<file path="src/rtl/mips_ctrl_pkg.sv">
// Shared definitions for the multi-cycle MIPS-style control unit and its datapath.
// Contents:
//   - FSM state codes (4-bit, also driven out on the debug state port)
//   - opcode constants (instruction[15:12])
//   - alu_Op codes, alu_src_b and pc_src mux encodings
//   - dispatch(): maps an opcode to the state that follows DECODE
package mips_ctrl_pkg;

  typedef logic [3:0] state_t;

  localparam state_t ST_IDLE     = 4'd0;
  localparam state_t ST_FETCH    = 4'd1;
  localparam state_t ST_DECODE   = 4'd2;
  localparam state_t ST_EXEC_R   = 4'd3;
  localparam state_t ST_EXEC_I   = 4'd4;
  localparam state_t ST_R_WB     = 4'd5;
  localparam state_t ST_I_WB     = 4'd6;
  localparam state_t ST_MEM_ADDR = 4'd7;
  localparam state_t ST_MEM_RD   = 4'd8;
  localparam state_t ST_MEM_WB   = 4'd9;
  localparam state_t ST_MEM_WR   = 4'd10;
  localparam state_t ST_BRANCH   = 4'd11;
  localparam state_t ST_JUMP     = 4'd12;
  localparam state_t ST_HALT     = 4'd13;

  localparam logic [3:0] OP_RTYPE = 4'b0000;
  localparam logic [3:0] OP_ADDI  = 4'b0001;
  localparam logic [3:0] OP_ANDI  = 4'b0010;
  localparam logic [3:0] OP_ORI   = 4'b0011;
  localparam logic [3:0] OP_LW    = 4'b0100;
  localparam logic [3:0] OP_SW    = 4'b0101;
  localparam logic [3:0] OP_BEQ   = 4'b0110;
  localparam logic [3:0] OP_BNE   = 4'b0111;
  localparam logic [3:0] OP_J     = 4'b1000;
  localparam logic [3:0] OP_HALT  = 4'b1111;

  localparam logic [2:0] ALU_ADD = 3'b000;
  localparam logic [2:0] ALU_SUB = 3'b001;
  localparam logic [2:0] ALU_AND = 3'b010;
  localparam logic [2:0] ALU_OR  = 3'b011;
  localparam logic [2:0] ALU_NOR = 3'b100;
  localparam logic [2:0] ALU_XOR = 3'b101;
  localparam logic [2:0] ALU_SLL = 3'b110;
  localparam logic [2:0] ALU_SRL = 3'b111;

  localparam logic [1:0] SRCB_REGB = 2'b00;
  localparam logic [1:0] SRCB_ONE  = 2'b01;
  localparam logic [1:0] SRCB_ZEXT = 2'b10;
  localparam logic [1:0] SRCB_SEXT = 2'b11;

  localparam logic [1:0] PCSRC_ALU    = 2'b00;
  localparam logic [1:0] PCSRC_ALUOUT = 2'b01;
  localparam logic [1:0] PCSRC_JUMP   = 2'b10;

  // State entered after DECODE. Unknown opcodes fall back to FETCH; no legal
  // opcode dispatches to FETCH, so that result doubles as the illegal flag.
  function automatic state_t dispatch(input logic [3:0] op);
    state_t nxt;
    case (op)
      OP_RTYPE:                nxt = ST_EXEC_R;
      OP_ADDI, OP_ANDI, OP_ORI: nxt = ST_EXEC_I;
      OP_LW, OP_SW:            nxt = ST_MEM_ADDR;
      OP_BEQ, OP_BNE:          nxt = ST_BRANCH;
      OP_J:                    nxt = ST_JUMP;
      OP_HALT:                 nxt = ST_HALT;
      default:                 nxt = ST_FETCH;
    endcase
    return nxt;
  endfunction

endpackage

</file>
<file path="src/rtl/mc_alu_op_decode.sv">
// ALU operation select for the control FSM.
// Ports:
//   state_i  - current FSM state
//   op_i     - opcode (instruction[15:12])
//   funct_i  - R-type function field (instruction[2:0])
//   alu_op_o - ALU operation code
// FETCH/DECODE/MEM_ADDR add, EXEC_R passes funct straight through, EXEC_I
// picks by immediate opcode, BRANCH subtracts; everything else idles at 000.
module mc_alu_op_decode
  import mips_ctrl_pkg::*;
(
  input  logic [3:0] state_i,
  input  logic [3:0] op_i,
  input  logic [2:0] funct_i,
  output logic [2:0] alu_op_o
);

  always_comb begin
    alu_op_o = ALU_ADD;
    case (state_i)
      ST_EXEC_R: alu_op_o = funct_i;
      ST_EXEC_I: begin
        case (op_i)
          OP_ANDI: alu_op_o = ALU_AND;
          OP_ORI:  alu_op_o = ALU_OR;
          default: alu_op_o = ALU_ADD;
        endcase
      end
      ST_BRANCH: alu_op_o = ALU_SUB;
      default:   alu_op_o = ALU_ADD;
    endcase
  end

endmodule

</file>
<file path="src/rtl/mc_control_fsm.sv">
// Multi-cycle control FSM (Moore) for a 16-bit MIPS-style datapath.
// Inputs : clk, rst_n (sync, active low), opcode, funct, zero_flag, mem_ready.
// Outputs: alu_Op, alu_src_a, alu_src_b, pc_write, ir_write, mem_read,
//          mem_write, reg_write, reg_dst, mem_to_reg, iord, pc_src,
//          illegal_op (DECODE-cycle pulse), halted (level),
//          dbg_state_o (current state code, for observation only).
// Outputs decode from the current state; mem_ready gates the FETCH strobes,
// zero_flag gates the branch pc_write, and opcode picks the EXEC_I/BRANCH
// variants and the illegal flag. Opcode/funct are only looked at from
// DECODE onward, when the IR holds the current instruction.
module mc_control_fsm
  import mips_ctrl_pkg::*;
#(
  parameter int OPW = 4
) (
  input  logic           clk,
  input  logic           rst_n,
  input  logic [OPW-1:0] opcode,
  input  logic [2:0]     funct,
  input  logic           zero_flag,
  input  logic           mem_ready,
  output logic [2:0]     alu_Op,
  output logic           alu_src_a,
  output logic [1:0]     alu_src_b,
  output logic           pc_write,
  output logic           ir_write,
  output logic           mem_read,
  output logic           mem_write,
  output logic           reg_write,
  output logic           reg_dst,
  output logic           mem_to_reg,
  output logic           iord,
  output logic [1:0]     pc_src,
  output logic           illegal_op,
  output logic           halted,
  output logic [3:0]     dbg_state_o
);

  logic [3:0] state_q, state_d;
  logic [1:0] go_q;
  logic [3:0] op4;

  assign op4         = 4'(opcode);
  assign dbg_state_o = state_q;

  // go_q fills with ones after reset release; IDLE waits for go_q[1] so the
  // first FETCH lands two cycles after the first edge that sees rst_n high.
  always_ff @(posedge clk) begin
    if (!rst_n) begin
      state_q <= ST_IDLE;
      go_q    <= 2'b00;
    end else begin
      state_q <= state_d;
      go_q    <= {go_q[0], 1'b1};
    end
  end

  always_comb begin
    state_d = state_q;
    case (state_q)
      ST_IDLE:     if (go_q[1]) state_d = ST_FETCH;
      ST_FETCH:    if (mem_ready) state_d = ST_DECODE;
      ST_DECODE:   state_d = dispatch(op4);
      ST_EXEC_R:   state_d = ST_R_WB;
      ST_EXEC_I:   state_d = ST_I_WB;
      ST_R_WB:     state_d = ST_FETCH;
      ST_I_WB:     state_d = ST_FETCH;
      ST_MEM_ADDR: state_d = (op4 == OP_SW) ? ST_MEM_WR : ST_MEM_RD;
      ST_MEM_RD:   if (mem_ready) state_d = ST_MEM_WB;
      ST_MEM_WB:   state_d = ST_FETCH;
      ST_MEM_WR:   if (mem_ready) state_d = ST_FETCH;
      ST_BRANCH:   state_d = ST_FETCH;
      ST_JUMP:     state_d = ST_FETCH;
      ST_HALT:     state_d = ST_HALT;
      default:     state_d = ST_IDLE;
    endcase
  end

  mc_alu_op_decode u_alu_op_decode (
    .state_i  (state_q),
    .op_i     (op4),
    .funct_i  (funct),
    .alu_op_o (alu_Op)
  );

  always_comb begin
    alu_src_a  = 1'b0;
    alu_src_b  = SRCB_REGB;
    pc_write   = 1'b0;
    ir_write   = 1'b0;
    mem_read   = 1'b0;
    mem_write  = 1'b0;
    reg_write  = 1'b0;
    reg_dst    = 1'b0;
    mem_to_reg = 1'b0;
    iord       = 1'b0;
    pc_src     = PCSRC_ALU;
    illegal_op = 1'b0;
    halted     = 1'b0;
    case (state_q)
      ST_FETCH: begin
        mem_read  = 1'b1;
        alu_src_b = SRCB_ONE;
        // IR and PC latch only in the cycle memory returns the word.
        ir_write  = mem_ready;
        pc_write  = mem_ready;
      end
      ST_DECODE: begin
        alu_src_b  = SRCB_SEXT;
        illegal_op = (dispatch(op4) == ST_FETCH);
      end
      ST_EXEC_R: alu_src_a = 1'b1;
      ST_EXEC_I: begin
        alu_src_a = 1'b1;
        alu_src_b = (op4 == OP_ADDI) ? SRCB_SEXT : SRCB_ZEXT;
      end
      ST_R_WB: begin
        reg_write = 1'b1;
        reg_dst   = 1'b1;
      end
      ST_I_WB: reg_write = 1'b1;
      ST_MEM_ADDR: begin
        alu_src_a = 1'b1;
        alu_src_b = SRCB_SEXT;
      end
      ST_MEM_RD: begin
        iord     = 1'b1;
        mem_read = 1'b1;
      end
      ST_MEM_WB: begin
        reg_write  = 1'b1;
        mem_to_reg = 1'b1;
      end
      ST_MEM_WR: begin
        iord      = 1'b1;
        mem_write = 1'b1;
      end
      ST_BRANCH: begin
        alu_src_a = 1'b1;
        pc_src    = PCSRC_ALUOUT;
        pc_write  = (op4 == OP_BNE) ? ~zero_flag : zero_flag;
      end
      ST_JUMP: begin
        pc_write = 1'b1;
        pc_src   = PCSRC_JUMP;
      end
      ST_HALT: halted = 1'b1;
      default: ;
    endcase
  end

endmodule

</file>
<file path="config.mk">
export PLATFORM = sky130hd
export DESIGN_NAME = mc_control_fsm
export DESIGN_NICKNAME = d
export VERILOG_FILES = /design/src/rtl/mips_ctrl_pkg.sv /design/src/rtl/mc_alu_op_decode.sv /design/src/rtl/mc_control_fsm.sv
export SDC_FILE = /design/constraint.sdc
export NUM_CORES = 1
export LEC_CHECK = 0
export CAP_MARGIN = 0
export CORE_ASPECT_RATIO = 1.1
export CORE_MARGIN = 3
export CORE_UTILIZATION = 40
export CTS_CLUSTER_SIZE = 25
export DETAILED_ROUTE_END_ITERATION = 12
export PLACE_DENSITY = 0.75
export SYNTH_ARGS = -nofsm -noshare
export SYNTH_HDL_FRONTEND = slang
export SYNTH_HIERARCHICAL = 1
export SYNTH_SLANG_ARGS = --single-unit
</file>
<file path="constraint.sdc">
create_clock -name clk -period 1.8 [get_ports clk]
set_input_delay 0.45 -clock clk [delete_from_list [all_inputs] [get_ports clk]]
set_output_delay 0.45 -clock clk [all_outputs]
set_load 0.05 [all_outputs]
</file>
==> results of run 1 <==
## cells by family after synthesis
kind of cell           after synthesis  share of synthesized area, %
multiplexers                         1                          1.41
flip-flops                           6                          15.0
XOR/XNOR                             4                          4.38
AND/OR/NAND/NOR                     51                          41.0
AO/OA/AOI/OAI                       30                          27.1
buffers and inverters               13                          11.1
## metrics by stage
stage | cells | instance area [sq um] | hold WS [ps] | TNS, ps
floorplan | 105 | 973 | 412 | -251
global placement | 177 | 1620 | 421 | -2630
detailed placement | 177 | 1620 | 433 | -2890
==> key figures, run 1 <==
Logic synthesis
  • List of most frequent post-synthesis cells: 14 x sky130_fd_sc_hd__nor2_1, 6 x sky130_fd_sc_hd__dfxtp_1
  • Cell type with the largest total area after synthesis: sky130_fd_sc_hd__dfxtp_1
  • Register area share after synthesis: 15.0%
  • Top post-synthesis cells by area: sky130_fd_sc_hd__dfxtp_1 15%, sky130_fd_sc_hd__nor2_1 6.6%, sky130_fd_sc_hd__buf_6 4.2%
  • Share of the synthesized area in the top cell type: 15.0%
  • Mean instance size in the synthesized netlist: 7.61 sq um
  • Yosys reg bits: 6
  • Net Count, Synth: 116
  • Number of library cell types mapped by synthesis: 50
  • Most numerous cell in the Yosys netlist: sky130_fd_sc_hd__nor2_1
  • Ys async rst share: 0%
  • Count of warnings emitted by yosys: 6
  • Top flip-flop cell by instance count after synthesis: sky130_fd_sc_hd__dfxtp_1
  • Number of flops mapped to enable cells by yosys: 0
  • Number of cells produced by synthesis: 105
  • Mapped Area: 800 sq um

Outcome
  • Halt Reason: [ERROR DPL-0038] Utilization greater than 100%, impossible to legalize
  • Outcome: aborted with a tool error
  • Halt Stage: clock tree synthesis (4_1_cts)

Clock tree
  • Maximum level of the CTS H-tree: 1
  • Hold bufs inserted after CTS: 0
  • Clock root buffer: sky130_fd_sc_hd__clkbuf_4
  • TritonCTS Buffers: 3
  • Clock buffer depth: 2
  • Post-CTS Repair Setup Buffers: 17
  • Resize count post-CTS: 63
  • Count of clock tree sinks: 6

Placement
  • Number of port buffers: 32
  • Worst-case setup slack after placement: -541 ps
  • Half-perimeter wire length of the detailed placement result: 2290 microns
  • GPL Wtd Cong: 0.915

Die
  • Die width: 48.6 microns
  • # rows: 16
  • I/O pin count: 33
  • Initial cell density of the core: 43.4%
  • Die extent in y: 52.9 microns
==> run 2, diff against run 1 <==
--- a/config.mk
+++ b/config.mk
@@ -6,12 +6,10 @@
 export NUM_CORES = 1
 export LEC_CHECK = 0
 export CAP_MARGIN = 0
-export CORE_ASPECT_RATIO = 1.1
-export CORE_MARGIN = 3
-export CORE_UTILIZATION = 40
-export CTS_CLUSTER_SIZE = 25
+export CORE_AREA = 3 3 64 66
 export DETAILED_ROUTE_END_ITERATION = 12
-export PLACE_DENSITY = 0.75
+export DIE_AREA = 0 0 67 69
+export PLACE_DENSITY_LB_ADDON = 0.15
 export SYNTH_ARGS = -nofsm -noshare
 export SYNTH_HDL_FRONTEND = slang
 export SYNTH_HIERARCHICAL = 1
==> run 2 against run 1 <==
The flow now finishes, with violations (setup timing). Synthesized area stayed put. Synthesized cell count unchanged.
==> key figures, run 2 <==
Route
  • Via total after detailed routing: 1,115
  • DRT Wirelength: 3420 microns
  • Detailed-routing iteration count for the pre-antenna-repair pass: 4
  • DR WL/cell: 14.9 microns
  • Number of design rule violations left after detail routing: 0
  • Via-per-instance ratio: 4.85
  • Antenna-violating nets left: 0
  • Detailed router's first-iteration violation count: 35

Critical path
  • Stage delay of the slowest cell on the critical path: 350 ps
  • Cell with the largest stage delay on the worst path: sky130_fd_sc_hd__dfxtp_4
  • Largest delay share family, worst path: buffers and inverters
  • Arrival time of the worst setup path: 1590 ps
  • Required time worst endpoint: 1350 ps
  • Worst Setup Path Type: register to output pin
  • Depth of the worst register-to-register path: 7
  • Launch point of the critical path: dbg_state_o[1]
  • Worst setup path endpoint: alu_src_b[0]
  • Number of buffer and inverter instances along the worst setup path: 3
  • Worst reg2reg endpoint: dbg_state_o[3]
  • Cells along the critical path: buf_4 -> buf_6 -> or2_4 -> a311oi_4 -> buf_12
  • Type of destination of the critical path: output pin
  • Crit Path Max Fanout: 4
  • Register-to-register path setup slack: 110 ps
  • Worst setup SP type: register
  • Start of the worst register-to-register path: dbg_state_o[1]
  • Crit path depth: 5

Pwr
  • Power density over the cells: 315 nW/um^2
  • Worst ir drop on vdd: 0.200 mV
  • Leakage power total: 0.820 nW

Clock tree
  • Reg clk slew, reported paths: 40 ps
  • Hold bufs inserted after CTS: 0 (unchanged)
  • Worst-skew pair later-pin latency: 230 ps
  • Count of clock tree sinks: 6 (unchanged)
  • Clock buffer depth: 2 (unchanged)
  • TritonCTS Buffers: 3 (unchanged)
  • Maximum level of the CTS H-tree: 1 (unchanged)
  • TritonCTS clock tree: built
  • Clock root buffer: sky130_fd_sc_hd__clkbuf_8

Outcome
  • Outcome: finished, violations left
  • Violated checks: setup timing

Logic synthesis
  • Number of cells produced by synthesis: 105 (unchanged)
  • Synth Area in XOR/XNOR: 4.38% (unchanged)
  • Combinational family with the most area after synthesis: simple AND/OR/NAND/NOR gates
  • Top post-synthesis cells by area: sky130_fd_sc_hd__dfxtp_1 15%, sky130_fd_sc_hd__nor2_1 6.6%, sky130_fd_sc_hd__buf_6 4.2%
  • Most numerous cell in the Yosys netlist: sky130_fd_sc_hd__nor2_1
  • Number of flops mapped to enable cells by yosys: 0 (unchanged)
  • Register area share after synthesis: 15.0% (unchanged)
  • Mean instance size in the synthesized netlist: 7.61 sq um (unchanged)
  • Adder-cell share of the synthesized area: 0% (unchanged)
  • Mux contribution to synthesized area: 1.41% (unchanged)
  • Top flip-flop cell by instance count after synthesis: sky130_fd_sc_hd__dfxtp_1
  • Basic-gate share of the synthesized area counting and, or, nand and nor cells: 41.0% (unchanged)
  • Mapped Area: 800 sq um (unchanged)
  • Ys async rst share: 0% (unchanged)
  • Net Count, Synth: 116 (unchanged)
  • Area fraction in compound gates after synthesis: 27.1% (unchanged)
  • Count of warnings emitted by yosys: 6 (unchanged)
  • Share of the synthesized area in the top cell type: 15.0% (unchanged)
  • Number of library cell types mapped by synthesis: 50 (unchanged)
  • Cell type with the largest total area after synthesis: sky130_fd_sc_hd__dfxtp_1
  • List of most frequent post-synthesis cells: 14 x sky130_fd_sc_hd__nor2_1, 6 x sky130_fd_sc_hd__dfxtp_1
  • Yosys reg bits: 6 (unchanged)

Placement
  • Placed Instances: 202 (+14%)
  • Post-detailed-placement cell area: 1680 sq um (+3.5%)
  • Half-perimeter wire length of the detailed placement result: 2180 microns (-5.0%)
  • GPL Wtd Cong: 0.890 (-2.7%)
  • Number of port buffers: 32 (unchanged)

STA
  • Number of hold violations in the final report: 0
  • Final setup violation count: 13
  • Worst path setup slack after routing: -245 ps
  • WHS: 435 ps
  • RSZ-0062 raised after global routing: true
  • Final max-slew violation count: 0
  • Min Tclk post-route: 2040 ps
  • Measured slew at the worst slew-check pin: 343 ps
  • Worst rel slew slack: 77.0%
  • Worst setup skew after layout: 7.26 ps
  • Max Clock Freq: 489 MHz
  • Share of the clock period used by the worst path after layout: 114%

Die
  • Die extent in y: 69 microns (+30%)
  • Initial cell density of the core: 22.0% (-21 points)
  • Placeable core area: 3630 sq um
  • Die width: 67 microns (+38%)
  • Area enclosed by the die boundary: 4620 sq um
  • # rows: 22 (+6)
  • I/O pin count: 33 (unchanged)

Cells and area
  • Cell Count, Final, Fillers Out: 230
  • Commonest cells after routing, fill and taps aside: 32 x sky130_fd_sc_hd__buf_4, 22 x sky130_fd_sc_hd__buf_12, 18 x sky130_fd_sc_hd__buf_6
  • Layout overhead on the synthesized area: 165%
  • Flip-flop count of the largest register, all copies and words added: 4
  • Ratio of cells with drive above 1 in the final layout: 69.2%
  • Ant. Diodes: 0
  • Layout Nets: 194
  • Summed area of non-filler cells in the final layout: 2120 sq um
  • Most common library cell in the layout ignoring fill and taps: sky130_fd_sc_hd__buf_4

Hold path
  • Worst hold-check path type: register to register

Global route
  • Number of global-route vias before repair: 1,119
  • GRT Util Overall: 14.9%
  • First-pass GRT wire length: 5460 microns
  • Global route overflow: 0
  • Antenna violations before repair: 0
  • Largest net degree at the start of global routing: 13

Run
  • Maxcap violations: 0
[run 2: worst min path at each step]
stage,startpoint,to,slack (ps),depth (start not counted)
2_1_floorplan,go_q[0],go_q[1],410,1
3_3_place_gp,go_q[0],go_q[1],420,1
3_5_place_dp,go_q[0],go_q[1],430,1
4_1_cts,go_q[0],go_q[1],440,1
5_1_grt,go_q[0],go_q[1],460,1
6_report,go_q[0],go_q[1],430,1
[run 2: metrics by stage]
step,total power (W),TNS [ps],setup slack [ps],utilization (%)
floorplan,0.000292,-251,-174,-
global placement,0.000390,-2580,-596,46.2
detailed placement,0.000391,-2770,-617,46.2
CTS,0.000647,-1050,-222,53.7
global route,0.000705,-2250,-295,58.3
finish,0.000668,-1610,-245,58.3
[run 2: logic make-up (layout without fill, tap and decap cells)]
kind of cell	count (synthesis)	count (layout)
buf+inv	13	90
flops	6	6
simple gates	51	51
mux	1	1
compound gates	30	30
xor+xnor	4	4
[run 2: cell type report]
cell class	count	area [sq um]
sequential	6	135
inverter	2	7.51
clock buffer	4	45.0
tap	48	60.1
fill	315	1510
timing repair buffer	84	1000
multi-input combinational	86	871
[run 2: worst register-to-register path: cells and delay by family, from the launching register on]
family / cells / cell delay [ps]
buf+inv: 4 / 500
compound gates: 2 / 450
flops: 1 / 350
simple gates: 1 / 260
[run 2: repair_timing]
item | 4_1_cts | 5_1_grt
setup endpoints to repair | 14 | 16
setup buffers | 12 | 12
gates resized for setup | 55 | 21
pin swaps | 12 | 17
endpoints found under the hold margin | 0 | 0
[run 2: report_power, final]
| group | switching (W) | leakage (nW) | internal (W) |
|---|---|---|---|
| logic | 0.000146 | 0.745 | 0.000162 |
| clock network | 0.0000648 | 0.0228 | 0.000153 |
| registers | 0.00000806 | 0.0523 | 0.000135 |
[run 2: layer usage]
layer,vias to the layer above,share of wire [%],track usage [%]
li1,546,-,-
met3,6,3.9,3.91
met1,537,42,19.3
met4,0,2.5,5.41
met5,-,0,0
met2,26,51,23.1
No activity file was read; power rests on OpenSTA's default activity.
==> run 3, diff against run 2 <==
--- a/config.mk
+++ b/config.mk
@@ -10,6 +10,8 @@
 export DETAILED_ROUTE_END_ITERATION = 12
 export DIE_AREA = 0 0 67 69
 export PLACE_DENSITY_LB_ADDON = 0.15
+export SETUP_SLACK_MARGIN = 0.02
+export SKIP_LAST_GASP = 1
 export SYNTH_ARGS = -nofsm -noshare
 export SYNTH_HDL_FRONTEND = slang
 export SYNTH_HIERARCHICAL = 1
==> run 3 against run 2 <==
The flow still finishes with violations (setup timing). Routed wire length fell by 7.7%. Largest cell class unchanged. Core utilization fell by 4.5 points. Critical path type unchanged. Power fell by 3.6%. Flip-flop and latch count did not move. Combinational power fell by 8.4%. Largest power group unchanged. Worst setup slack improved by 120 ps. Register-to-register slack improved by 120 ps. Critical path depth did not move. Cell area fell by 7.7%. Die area did not move.
==> key figures, run 3 (same netlist as run 2, synthesis figures left out) <==
Die
  • I/O pin count: 33 (unchanged)
  • # rows: 22 (unchanged)
  • Placeable core area: 3630 sq um (unchanged)
  • Area enclosed by the die boundary: 4620 sq um (unchanged)
  • Die extent in y: 69 microns (unchanged)
  • Die width: 67 microns (unchanged)
  • Initial cell density of the core: 22.0% (unchanged)

STA
  • Measured slew at the worst slew-check pin: 382 ps (+39.6 ps)
  • Number of hold violations in the final report: 0 (unchanged)
  • Final setup violation count: 10 (-3)
  • Final max-slew violation count: 0 (unchanged)
  • Worst setup skew after layout: 8.54 ps (+1.29 ps)
  • Worst path setup slack after routing: -129 ps (+116 ps)
  • Max Clock Freq: 519 MHz (+6.0%)
  • RSZ-0062 raised after global routing: true
  • WHS: 432 ps (-2.91 ps)
  • Worst rel slew slack: 74.2% (-2.8 points)
  • Min Tclk post-route: 1930 ps (-116 ps)
  • Share of the clock period used by the worst path after layout: 107% (-6.5 points)

Placement
  • Worst-case setup slack after placement: -505 ps (+112 ps)
  • Number of port buffers: 32 (unchanged)
  • Post-detailed-placement cell area: 1640 sq um (-2.6%)
  • GPL Wtd Cong: 0.814 (-8.4%)
  • Half-perimeter wire length of the detailed placement result: 2110 microns (-3.3%)

Critical path
  • Worst Setup Path Type: register to output pin
  • Start of the worst register-to-register path: dbg_state_o[3]
  • Type of destination of the critical path: output pin
  • Launch point of the critical path: dbg_state_o[3]
  • Crit Path Max Fanout: 8 (+4)
  • Required time worst endpoint: 1350 ps (about the same)
  • Arrival time of the worst setup path: 1480 ps (-110 ps)
  • Worst setup SP type: register

Cells and area
  • Ant. Diodes: 0 (unchanged)
  • Ratio of cells with drive above 1 in the final layout: 65.7% (-3.6 points)
  • Layout Nets: 181 (-6.7%)
  • Flip-flop count of the largest register, all copies and words added: 4 (unchanged)
  • Final core utilization: 53.8% (-4.5 points)
  • Commonest cells after routing, fill and taps aside: 28 x sky130_fd_sc_hd__buf_4, 21 x sky130_fd_sc_hd__buf_12, 10 x sky130_fd_sc_hd__buf_6
  • Most common library cell in the layout ignoring fill and taps: sky130_fd_sc_hd__buf_4
  • Number of inserted filler cells in the final layout: 330 (+4.8%)
  • Summed area of non-filler cells in the final layout: 1960 sq um (-7.7%)
  • Layout overhead on the synthesized area: 145%

Clock tree
  • Reg clk slew, reported paths: 40 ps (about the same)
  • TritonCTS clock tree: built
  • Count of clock tree sinks: 6 (unchanged)
  • TritonCTS Buffers: 3 (unchanged)
  • Clock root buffer: sky130_fd_sc_hd__clkbuf_8
  • Worst-skew pair later-pin latency: 230 ps (about the same)
  • Clock buffer depth: 2 (unchanged)
  • Maximum level of the CTS H-tree: 1 (unchanged)
  • Hold bufs inserted after CTS: 0 (unchanged)

Pwr
  • Worst ir drop on vdd: 0.190 mV (-4.9%)
  • Leakage power total: 0.753 nW (-8.2%)
  • Sum of internal, switching and leakage power: 0.000644 W (-3.6%)
  • Power density over the cells: 330 nW/um^2 (+4.5%)

Route
  • DRT Wirelength: 3160 microns (-7.7%)
  • Number of design rule violations left after detail routing: 0 (unchanged)
  • Detailed router's first-iteration violation count: 62 (+77%)
  • Detailed-routing iteration count for the pre-antenna-repair pass: 4 (unchanged)
  • Via-per-instance ratio: 4.87 (+0.38%)
  • Via total after detailed routing: 1,056 (-5.3%)
  • DR WL/cell: 14.5 microns (-2.2%)
  • Antenna-violating nets left: 0 (unchanged)

Global route
  • Largest net degree at the start of global routing: 13 (unchanged)
  • GRT Util Overall: 14.5% (-0.32 points)
  • Antenna violations before repair: 0 (unchanged)
  • Number of global-route vias before repair: 1,097 (-2.0%)
  • First-pass GRT wire length: 5460 microns (-0.13%)
  • Global route overflow: 0 (unchanged)

Outcome
  • Outcome: finished, violations left
  • Violated checks: setup timing

Hold path
  • Min-delay src: go_q[0]
  • Worst hold-check path type: register to register

Run
  • Maxcap violations: 0 (unchanged)
-- run 3: path summary, 6_finish.rpt --
check	slack, ps	endpoint	cells past startpoint
setup / recovery	-130	pc_write	5
hold / removal	430	go_q[1]	1
setup reg to reg	230	dbg_state_o[1]	6
hold reg to reg	430	go_q[1]	1
-- run 3: metrics by stage --
step	setup TNS, ps	cells
after CTS	-685	211
after global placement	-2760	197
final	-636	217
after floorplan	-251	105
after detailed placement	-2840	197
after global routing	-1200	217
-- run 3: layer usage --
metal  track usage [%]  vias up  share of wire, %
li1                  -      524                 -
met4              4.73        0               1.5
met1              19.3      485                43
met5                 0        -                 0
met2              23.9       41                49
met3              1.63        6               6.3
-- run 3: layout make-up --
cell class	count	area (sq um)	share of cell area, %
clock buffers	4	45.0	2.30
inverters	2	7.51	0.384
multi-input cells	86	835	42.7
flip-flops and latches	6	135	6.91
well taps	48	60.1	3.07
repair buffers	71	873	44.7
-- run 3: worst max-delay path: stages, from the launching register on --
cell and delay [ps]:
sky130_fd_sc_hd__dfxtp_4 420, sky130_fd_sc_hd__nand2b_4 190, sky130_fd_sc_hd__nor2_4 50, sky130_fd_sc_hd__and2_4 140, sky130_fd_sc_hd__a211o_4 310, sky130_fd_sc_hd__buf_8 150
-- run 3: power breakdown --
part / switching [W] / internal [W] / total (W)
Sequential: 0.0000112 / 0.000135 / 0.000146
Combinational: 0.000135 / 0.000147 / 0.000282
Clock: 0.0000633 / 0.000153 / 0.000216
-- run 3: timing repair --
item	CTS	global route
endpoints found under the setup margin	15	15
setup buffers	10	7
resized for setup	53	7
pin swaps	16	9
